### config.mk
export PLATFORM = sky130hd
export DESIGN_NAME = ldl_period_meter_flat
export DESIGN_NICKNAME = d
export VERILOG_FILES = /design/src/rtl/ldl_period_meter_if.sv /design/src/rtl/ldl_period_meter.sv /design/src/flat_wrapper.sv
export SDC_FILE = /design/constraint.sdc
export NUM_CORES = 1
export LEC_CHECK = 0
export CORE_ASPECT_RATIO = 1.1
export CORE_MARGIN = 2
export CORE_UTILIZATION = 30
export CTS_BUF_LIST = sky130_fd_sc_hd__clkbuf_8 sky130_fd_sc_hd__clkbuf_16
export CTS_CLUSTER_DIAMETER = 60
export DETAILED_ROUTE_END_ITERATION = 10
export GPL_ROUTABILITY_DRIVEN = 1
export GPL_TIMING_DRIVEN = 0
export PLACE_DENSITY = 0.52
export SLEW_MARGIN = 20
export SYNTH_ARGS = -nofsm -noshare
export SYNTH_HDL_FRONTEND = slang
export SYNTH_SLANG_ARGS = --single-unit
### constraint.sdc
create_clock -name clk -period 2.3 [get_ports clk]
set_input_delay 0.46 -clock clk [delete_from_list [all_inputs] [get_ports clk]]
set_output_delay 0.46 -clock clk [all_outputs]
set_load 0.02 [all_outputs]
### src/rtl/ldl_period_meter_if.sv
// Result channel of the period meter: valid/ready handshake plus overflow
// flag and the one-cycle drop strobe.
interface ldl_period_meter_if #(
    parameter int WIDTH = 16
);
    logic             out_valid;
    logic             out_ready;
    logic [WIDTH-1:0] period;
    logic             overflow;
    logic             drop;

    modport master (
        output out_valid,
        output period,
        output overflow,
        output drop,
        input  out_ready
    );

    modport slave (
        input  out_valid,
        input  period,
        input  overflow,
        input  drop,
        output out_ready
    );
endinterface

### src/rtl/ldl_period_meter.sv
// Measures clk cycles between consecutive active edges of an asynchronous
// pulse input and reports each interval over a valid/ready result channel.
//
// state     | meaning
// ----------+------------------------------------------------------------
// S_IDLE    | en low, counter cleared, no measurement
// S_ARM     | waiting for the first edge; no result on that edge
// S_MEASURE | counting since the previous edge; each edge emits a result
module ldl_period_meter #(
    parameter int WIDTH       = 16,
    parameter int SYNC_STAGES = 2,
    parameter int EDGE        = 0
) (
    input  logic                 clk,
    input  logic                 rst_n,
    input  logic                 en,
    input  logic                 din,
    input  logic [WIDTH-1:0]     timeout,
    output logic                 busy,
    ldl_period_meter_if.master   res
);

    typedef enum logic [1:0] {
        S_IDLE,
        S_ARM,
        S_MEASURE
    } state_t;

    localparam logic             IDLE_LVL = (EDGE != 0);
    localparam logic [WIDTH-1:0] CNT_MAX  = '1;
    localparam logic [WIDTH-1:0] CNT_ONE  = {{(WIDTH-1){1'b0}}, 1'b1};

    logic [SYNC_STAGES-1:0] sync_q;
    logic                   hist_q;
    logic                   strobe;

    state_t                 state_q, state_d;
    logic [WIDTH-1:0]       cnt_q, cnt_d;
    logic                   emit;
    logic [WIDTH-1:0]       emit_period;
    logic                   emit_ovf;

    // Synchronizer and edge history run regardless of en so an enable
    // never sees a stale level as a fresh edge.
    always_ff @(posedge clk or negedge rst_n) begin
        if (!rst_n) begin
            sync_q <= {SYNC_STAGES{IDLE_LVL}};
            hist_q <= IDLE_LVL;
        end else begin
            sync_q <= {sync_q[SYNC_STAGES-2:0], din};
            hist_q <= sync_q[SYNC_STAGES-1];
        end
    end

    assign strobe = (sync_q[SYNC_STAGES-1] != hist_q) &&
                    (sync_q[SYNC_STAGES-1] != IDLE_LVL);

    always_ff @(posedge clk or negedge rst_n) begin
        if (!rst_n) begin
            state_q <= S_IDLE;
            cnt_q   <= '0;
        end else begin
            state_q <= state_d;
            cnt_q   <= cnt_d;
        end
    end

    always_comb begin
        state_d     = state_q;
        cnt_d       = cnt_q;
        emit        = 1'b0;
        emit_period = cnt_q;
        emit_ovf    = 1'b0;
        if (!en) begin
            state_d = S_IDLE;
            cnt_d   = '0;
        end else begin
            case (state_q)
                S_IDLE: begin
                    cnt_d   = '0;
                    state_d = S_ARM;
                end
                S_ARM: begin
                    if (strobe) begin
                        state_d = S_MEASURE;
                        cnt_d   = CNT_ONE;
                    end
                end
                S_MEASURE: begin
                    // A strobe landing on the timeout cycle is a real period.
                    if (strobe) begin
                        emit     = 1'b1;
                        emit_ovf = (cnt_q == CNT_MAX);
                        cnt_d    = CNT_ONE;
                    end else if ((timeout != '0) && (cnt_q == timeout)) begin
                        emit        = 1'b1;
                        emit_period = timeout;
                        emit_ovf    = 1'b1;
                        cnt_d       = '0;
                        state_d     = S_ARM;
                    end else if (cnt_q != CNT_MAX) begin
                        cnt_d = cnt_q + CNT_ONE;
                    end
                end
                default: begin
                    state_d = S_IDLE;
                    cnt_d   = '0;
                end
            endcase
        end
    end

    // Result register: a held result is never overwritten; a competing
    // result is dropped unless the held one transfers in the same cycle.
    always_ff @(posedge clk or negedge rst_n) begin
        if (!rst_n) begin
            res.out_valid <= 1'b0;
            res.period    <= '0;
            res.overflow  <= 1'b0;
            res.drop      <= 1'b0;
        end else begin
            res.drop <= 1'b0;
            if (emit) begin
                if (!res.out_valid || res.out_ready) begin
                    res.out_valid <= 1'b1;
                    res.period    <= emit_period;
                    res.overflow  <= emit_ovf;
                end else begin
                    res.drop <= 1'b1;
                end
            end else if (res.out_valid && res.out_ready) begin
                res.out_valid <= 1'b0;
            end
        end
    end

    assign busy = (state_q == S_MEASURE);

endmodule

### src/flat_wrapper.sv
// flat-port wrapper written by rule: the top's interface ports become plain ports
module ldl_period_meter_flat 
#(
    parameter int WIDTH       = 16,
    parameter int SYNC_STAGES = 2,
    parameter int EDGE        = 0
)
  (clk, rst_n, en, din, timeout, busy, res_out_valid, res_period, res_overflow, res_drop, res_out_ready);
  ldl_period_meter_if #(.WIDTH(WIDTH)) res_i ();
  input  logic clk;
  input  logic rst_n;
  input  logic en;
  input  logic din;
  input  logic [WIDTH-1:0] timeout;
  output logic busy;
  output wire logic [$bits(res_i.out_valid)-1:0] res_out_valid;
  output wire logic [$bits(res_i.period)-1:0] res_period;
  output wire logic [$bits(res_i.overflow)-1:0] res_overflow;
  output wire logic [$bits(res_i.drop)-1:0] res_drop;
  input wire logic [$bits(res_i.out_ready)-1:0] res_out_ready;
  assign res_out_valid = res_i.out_valid;
  assign res_period = res_i.period;
  assign res_overflow = res_i.overflow;
  assign res_drop = res_i.drop;
  assign res_i.out_ready = res_out_ready;
  ldl_period_meter #(.WIDTH(WIDTH), .SYNC_STAGES(SYNC_STAGES), .EDGE(EDGE)) u_core (.clk(clk), .rst_n(rst_n), .en(en), .din(din), .timeout(timeout), .busy(busy), .res(res_i));
endmodule
==> results of run 1 <==
## final cells by class
type                       instances  area, µm²  area share (%)
multi-input combinational        149       1240           39.40
sequential                        40       1003           31.89
clock buffer                       6      82.58           2.624
buffer                            14      101.3           3.221
tap                               87      108.9           3.459
clock inverter                     2      10.01          0.3181
inverter                           6      22.52          0.7157
timing repair buffer              61      578.1           18.37
## per-layer routing
metal / up-vias / global-route usage [%] / routed length (µm)
met3: 11 / 3.030 / 304
met5: - / 0 / 0
met1: 952 / 20.86 / 2847
met2: 55 / 25.70 / 3010
met4: 0 / 6.641 / 104
li1: 913 / - / -
## power by group through the flow
stage	registers, mW	clock network [mW]	logic (mW)
after floorplan	0.794	0	0.240
after global placement	0.785	0	0.413
after detailed placement	0.786	0	0.414
after CTS	0.765	0.509	0.462
after global routing	0.774	0.535	0.548
final	0.767	0.491	0.503
## placed cells by master, fill, tap and decap left out, types with 5 or more instances in the layout
cell type,instances
a221o_2,13
and4_1,8
buf_2,7
buf_4,19
clkbuf_8,6
clkdlybuf4s50_1,24
dfrtp_1,38
dlygate4sd2_1,13
inv_1,6
mux2_2,16
nand2_1,12
nand3_1,7
nand4_1,8
nor2_1,8
nor3_1,11
nor4_2,5
xnor2_1,6
xor2_1,8
## Yosys cell counts, types with 3 or more instances
| cell type | n |
|---|---|
| a221o_2 | 13 |
| and3_1 | 4 |
| and4_1 | 9 |
| buf_2 | 7 |
| clkbuf_1 | 3 |
| dfrtp_1 | 40 |
| ha_1 | 4 |
| inv_1 | 6 |
| mux2_2 | 17 |
| nand2_1 | 12 |
| nand3_1 | 7 |
| nand4_1 | 8 |
| nor2_1 | 10 |
| nor2b_1 | 3 |
| nor3_1 | 12 |
| nor4_1 | 7 |
| xnor2_1 | 8 |
| xor2_1 | 8 |
## per-stage QoR
stage               instance area, µm²  hold WS (ps)
floorplan                         2265         164.4
global placement                  2764         339.5
detailed placement                2779         337.3
CTS                               3070         99.81
global route                      3147         125.2
finish                            3147         93.39
## kinds of logic after synthesis
logic type	synth area share (%)
adder cells (fa/ha/maj)	2.210
buffers and inverters	5.027
multiplexers	9.337
flip-flops	44.20
AND/OR/NAND/NOR	22.71
XOR/XNOR	6.188
AO/OA/AOI/OAI	10.33
## flip-flops by register name, indices dropped and copies added (netlist names)
| name | cells |
|---|---|
| u_core.res.overflow | 1 |
| u_core.res.drop | 1 |
| u_core.hist_q | 1 |
| u_core.sync_q | 2 |
| u_core.state_q | 2 |
| u_core.res.period | 16 |
| u_core.res.out_valid | 1 |
| u_core.cnt_q | 16 |
## what timing repair did
item	CTS	global route
endpoints found under the setup margin	34	33
hold buffers	0	0
setup buffers	18	1
gates cloned	1	1
resized for setup	30	15
pin swaps	12	7
## how the worst max path moves through the flow
stage	end	slack, ps
global route	u_core.cnt_q[2]$_DFFE_PN0P_	-110
floorplan	u_core.cnt_q[1]$_DFFE_PN0P_	50
detailed placement	u_core.res.period[4]$_DFFE_PN0P_	-790
finish	u_core.cnt_q[1]$_DFFE_PN0P_	-20
CTS	u_core.cnt_q[1]$_DFFE_PN0P_	9
global placement	u_core.res.period[12]$_DFFE_PN0P_	-710
==> reports/metrics.yaml, run 1 <==
sta:
  post-route-min-period_ps: 2324
  fin_crit_sh_pct: 101.0
  setup_slack_ps: -23.86
  skew_ps: 5.274
  slew_violations: 0
  hold_viol_final: 0
  rsz0062_at_grt: "yes"
  tns_ps: -23.86
  slew_headroom_pct: 70.50
  worst_pin_slew_ps: 442.5
  fmax_ghz: 0.4303
  setup_viol: 1
flow_run:
  maxCapViolCount: 0
worst_setup_path:
  worstPathArrival_ps: 2510
  cp.required_ps: 2490
  r2r_setup_slack_ps: -20
  cp-start-kind: "register"
  startpoint: "u_core.cnt_q[0]$_DFFE_PN0P_"
  reg2reg_to: "u_core.cnt_q[1]$_DFFE_PN0P_"
  crit_slowest_cell: "or3_4"
  critPathTopFamily: "simple AND/OR/NAND/NOR gates"
  cp_num_buf_inv: 0
  cp_slowest_stage_delay_ps: 440
  reg2regPathDepth: 6
  cp.depth: 6
  crit_type: "register to register"
  endpoint_kind: "register"
  r2r-start: "u_core.cnt_q[0]$_DFFE_PN0P_"
  worstPathMaxFanout: 5
  path_cells: "ha_4 > nand4_1 > or2_4 > or3_4 > o31ai_4 > mux2_4"
routing:
  drt_pass1_iterations: 4
  drtIter0Drc: 100
  drt-total-wl_mm: 6.265
  wire_per_inst_um: 17.16
  vias: 1931
  ant_nets: 0
  drcViolationCount: 0
  viasPerCell: 5.290
floorplanning:
  die_area_um2: 8261
  core_area_um2: 7391
  num_io_pins: 41
  rows: 33
  die_h_um: 95.13
  die_w_um: 86.84
  initial_utilization_pct: 30.64
cells_and_area:
  fill_cells: 715
  fin_nets: 302
  final_util_pct: 42.58
  drive_above_1_share_pct: 34.89
  antenna_cells: 0
  fin_cells: 365
  area_growth_pct: 38.95
logic_synthesis:
  synth_cell_types: 42
  synth_area_um2: 2265
  yosys-top-cells-area: "dfrtp_1 44%, mux2_2 8.5%, a221o_2 6.5%"
  yosysSeqAreaShare_pct: 44.20
  async_flop_share_pct: 100.0
  syn-num-nets: 235
  synth_seq_cells: 40
  netlist_instances: 210
  yosysWarningCount: 0
  synthFlopType: "dfrtp_1"
  syn_avg_cell_area_um2: 10.78
  synth-edff-count: 0
  netlist.area_leader.share_pct: 44.20
  synth_top_cell_by_area: "dfrtp_1"
power_and_ir_drop:
  power_density_nw_per_um2: 559.9
  switching_share_pct: 31.39
  internal_power_mw: 1.209
  p_switching_mw: 0.5531
  p_leak_nw: 1.422
  power_mw: 1.762
  peakVddDrop_uv: 334.0
  p_clk_share_pct: 27.9
  combinationalPowerShare_pct: 28.5
  seq_power_share_pct: 43.6
clock_tree:
  clk_pin_slew_ps: 80
  root_buffer: "clkbuf_8"
  cts.sinks: 40
  clock_latency_ps: 300
  cts_max_level: 2
  numCtsBuffers: 5
  cts_buffer_depth: 2
  cts_tree: "yes"
global_route:
  grt_pass1_wl_mm: 9.991
  antenna_found_initial: 0
  grt_use_total_pct: 15.93
  grt_overflow: 0
  grt_max_degree: 25
  grt_pass1_vias: 1960
run_status:
  status: "finished, violations left"
  violations: "setup timing"
placed_design:
  portBuffers: 39
  gp_congestion: 0.8004
  place_hpwl_mm: 4.232
  placedCellCount: 337
  place_ws_ps: -787.7
hold_path:
  hold_path_class: "input pin to async pin"
Power figures use the tool's default switching activity.
==> run 2, diff against run 1 <==
- CORE_UTILIZATION: 30 -> 35
- PLACE_DENSITY: 0.52 -> 0.57
- clock period: 2.3 -> 2.5 ns (I/O delays scaled with it)
==> run 2 against run 1 <==
  * The run now ends clean
  * Worst setup slack improved by 78 ps
  * Highest routed layer unchanged
  * Clock skew grew 5.5 ps
  * Sequential cell count unchanged
  * Cell area is 4.9% lower
  * Register-to-register slack improved by 130 ps
  * Global-route usage is 1.6 points higher
  * Via count down 4.5%
  * Sequential power shrank 8.0%
  * Largest power group unchanged
  * Clock power fell by 14%
  * Final cell count is 4.9% lower
==> reports/metrics.yaml, run 2 (synthesized netlist as in run 1, its figures left out) <==
cells_and_area:
  final_util_pct: 48.05  # +5.5 points
  drive_above_1_share_pct: 30.34  # -4.6 points
  fin_cells: 347  # -4.9%
  top_regs: "u_core.cnt_q x16, u_core.res.period x16"
  area_growth_pct: 32.21
  fill_cells: 618  # -14%
  fin_nets: 292  # -3.3%
  final_common_cell: "dfrtp_1"
  final_cell_mix: "38 x dfrtp_1, 37 x clkdlybuf4s50_1, 17 x mux2_2, 13 x a221o_2"
  antenna_cells: 0  # unchanged
  finalInstanceArea_um2: 2994  # -4.9%
clock_tree:
  postCtsHoldBufs: 0  # unchanged
  numCtsBuffers: 5  # unchanged
  cts_buffer_depth: 2  # unchanged
  clock_latency_ps: 300  # about the same
  cts.sinks: 40  # unchanged
  cts_tree: "yes"
  root_buffer: "clkbuf_8"
  clk_pin_slew_ps: 80  # about the same
  cts_max_level: 2  # unchanged
global_route:
  grt_overflow: 0  # unchanged
  antenna_found_initial: 0  # unchanged
  grt_pass1_vias: 1881  # -4.0%
  grt_max_degree: 23  # -8.0%
  grt_pass1_wl_mm: 9.301  # -6.9%
  grt_use_total_pct: 17.51  # +1.6 points
worst_setup_path:
  worstPathMaxFanout: 10  # +5
  crit_type: "input pin to register"
  critPathTopFamily: "buffers and inverters"
  cp-start-kind: "input pin"
  endpoint_kind: "register"
  cp_slowest_stage_delay_ps: 470  # +30 ps
  path_cells: "clkdlybuf4s50_1 > xor2_1 > nor4_2 > buf_4 > nand4_1 > clkbuf_2 > and4_2 > a221o_2"
  worstPathArrival_ps: 2630  # +120 ps
  crit_slowest_cell: "clkdlybuf4s50_1"
  cp_num_buf_inv: 3  # +3
  cp.required_ps: 2680  # +190 ps
placed_design:
  placedCellCount: 330  # -2.1%
  portBuffers: 39  # unchanged
  gp_congestion: 0.8449  # +5.6%
  place_area_um2: 2778  # about the same
  place_hpwl_mm: 4.055  # -4.2%
sta:
  whs_ps: 150.2  # +56.79 ps
  post-route-min-period_ps: 2446
  skew_ps: 10.75  # +5.478 ps
  setup_viol: 0  # -1
  hold_viol_final: 0  # unchanged
  slew_violations: 0  # unchanged
  rsz0062_at_grt: "yes"
  slew_headroom_pct: 68.63  # -1.9 points
  fmax_ghz: 0.4089
  fin_crit_sh_pct: 97.83
  worst_pin_slew_ps: 470.5  # +28.08 ps
routing:
  wl_met1_mm: 2.701  # -5.1%
  drt_pass1_iterations: 4  # unchanged
  drtIter0Drc: 108  # +8.0%
  vias: 1844  # -4.5%
  top_layer_used: "met4"
  drcViolationCount: 0  # unchanged
  met2_length_mm: 2.742  # -8.9%
  ant_nets: 0  # unchanged
  drt-total-wl_mm: 5.761  # -8.0%
  wire_per_inst_um: 16.60  # -3.3%
  dr_wl_met3_um: 233  # -23%
  viasPerCell: 5.314  # +0.45%
power_and_ir_drop:
  p_clk_share_pct: 27.4  # -0.5 points
  switching_share_pct: 31.42  # about the same
  p_switching_mw: 0.4859  # -12%
  power_density_nw_per_um2: 516.5  # -7.7%
  internal_power_mw: 1.061  # -12%
  seq_power_share_pct: 45.6  # +2.0 points
  p_leak_nw: 1.327  # -6.6%
  combinationalPowerShare_pct: 27.0  # -1.5 points
  peakVddDrop_uv: 342.3  # +2.5%
  power_mw: 1.547  # -12%
floorplanning:
  die_w_um: 80.70  # -7.1%
  die_h_um: 88.37  # -7.1%
  num_io_pins: 41  # unchanged
  initial_utilization_pct: 36.35  # +5.7 points
  die_area_um2: 7131  # -14%
  rows: 30  # -9.1%
  core_area_um2: 6231  # -16%
run_status:
  status: "complete, no violations"
hold_path:
  hold_path_class: "input pin to async pin"
flow_run:
  maxCapViolCount: 0  # unchanged
==> run 2: path summary, 6_finish.rpt <==
path | cells past startpoint | endpoint | start | slack (ps)
worst min-delay path | 1 | u_core.res.period[11]$_DFFE_PN0P_ | rst_n | 150
min in group clk | 0 | u_core.sync_q[1]$_DFF_PN0_ | u_core.sync_q[0]$_DFF_PN0_ | 350
worst max-delay path | 8 | u_core.cnt_q[8]$_DFFE_PN0P_ | timeout[2] | 50
max in group asynchronous | 2 | u_core.cnt_q[1]$_DFFE_PN0P_ | rst_n | 1870
worst min register to register | 0 | u_core.sync_q[1]$_DFF_PN0_ | u_core.sync_q[0]$_DFF_PN0_ | 350
worst max register to register | 8 | u_core.cnt_q[11]$_DFFE_PN0P_ | u_core.cnt_q[1]$_DFFE_PN0P_ | 110
==> run 2: repair_timing <==
item	CTS	global route
setup endpoints to repair	31	32
pin swaps	2	4
endpoints found under the hold margin	0	0
buffers inserted	4	6
gates resized for setup	6	10
==> run 2: power by group through the flow <==
stage | combinational (mW) | sequential (mW) | clock, mW
5_1_grt | 0.459 | 0.712 | 0.465
2_1_floorplan | 0.221 | 0.730 | 0
4_1_cts | 0.402 | 0.711 | 0.436
3_5_place_dp | 0.380 | 0.723 | 0
6_report | 0.418 | 0.706 | 0.423
3_3_place_gp | 0.375 | 0.722 | 0
==> run 2: area by class of cell <==
class,count,area (µm²),area share (%)
Clock buffer,5,68.82,2.298
Clock inverter,2,12.51,0.4179
Tap cell,80,100.1,3.343
Multi-Input combinational cell,149,1196,39.95
Buffer,15,100.1,3.343
Inverter,6,22.52,0.7522
Sequential cell,40,1003,33.51
Timing Repair Buffer,50,490.5,16.38
==> run 2: stage by stage <==
stage	setup TNS [ps]	worst slack, ps
global route	-22.36	-17.18
finish	0	54.32
global placement	-18170	-590.7
CTS	0	42.31
floorplan	0	248.4
detailed placement	-13200	-621.6
==> run 2: metal layers <==
layer,global-route usage (%),up-vias
met5,0,-
met4,5.085,0
met3,3.571,8
met2,27.80,43
met1,24.34,900
li1,-,893
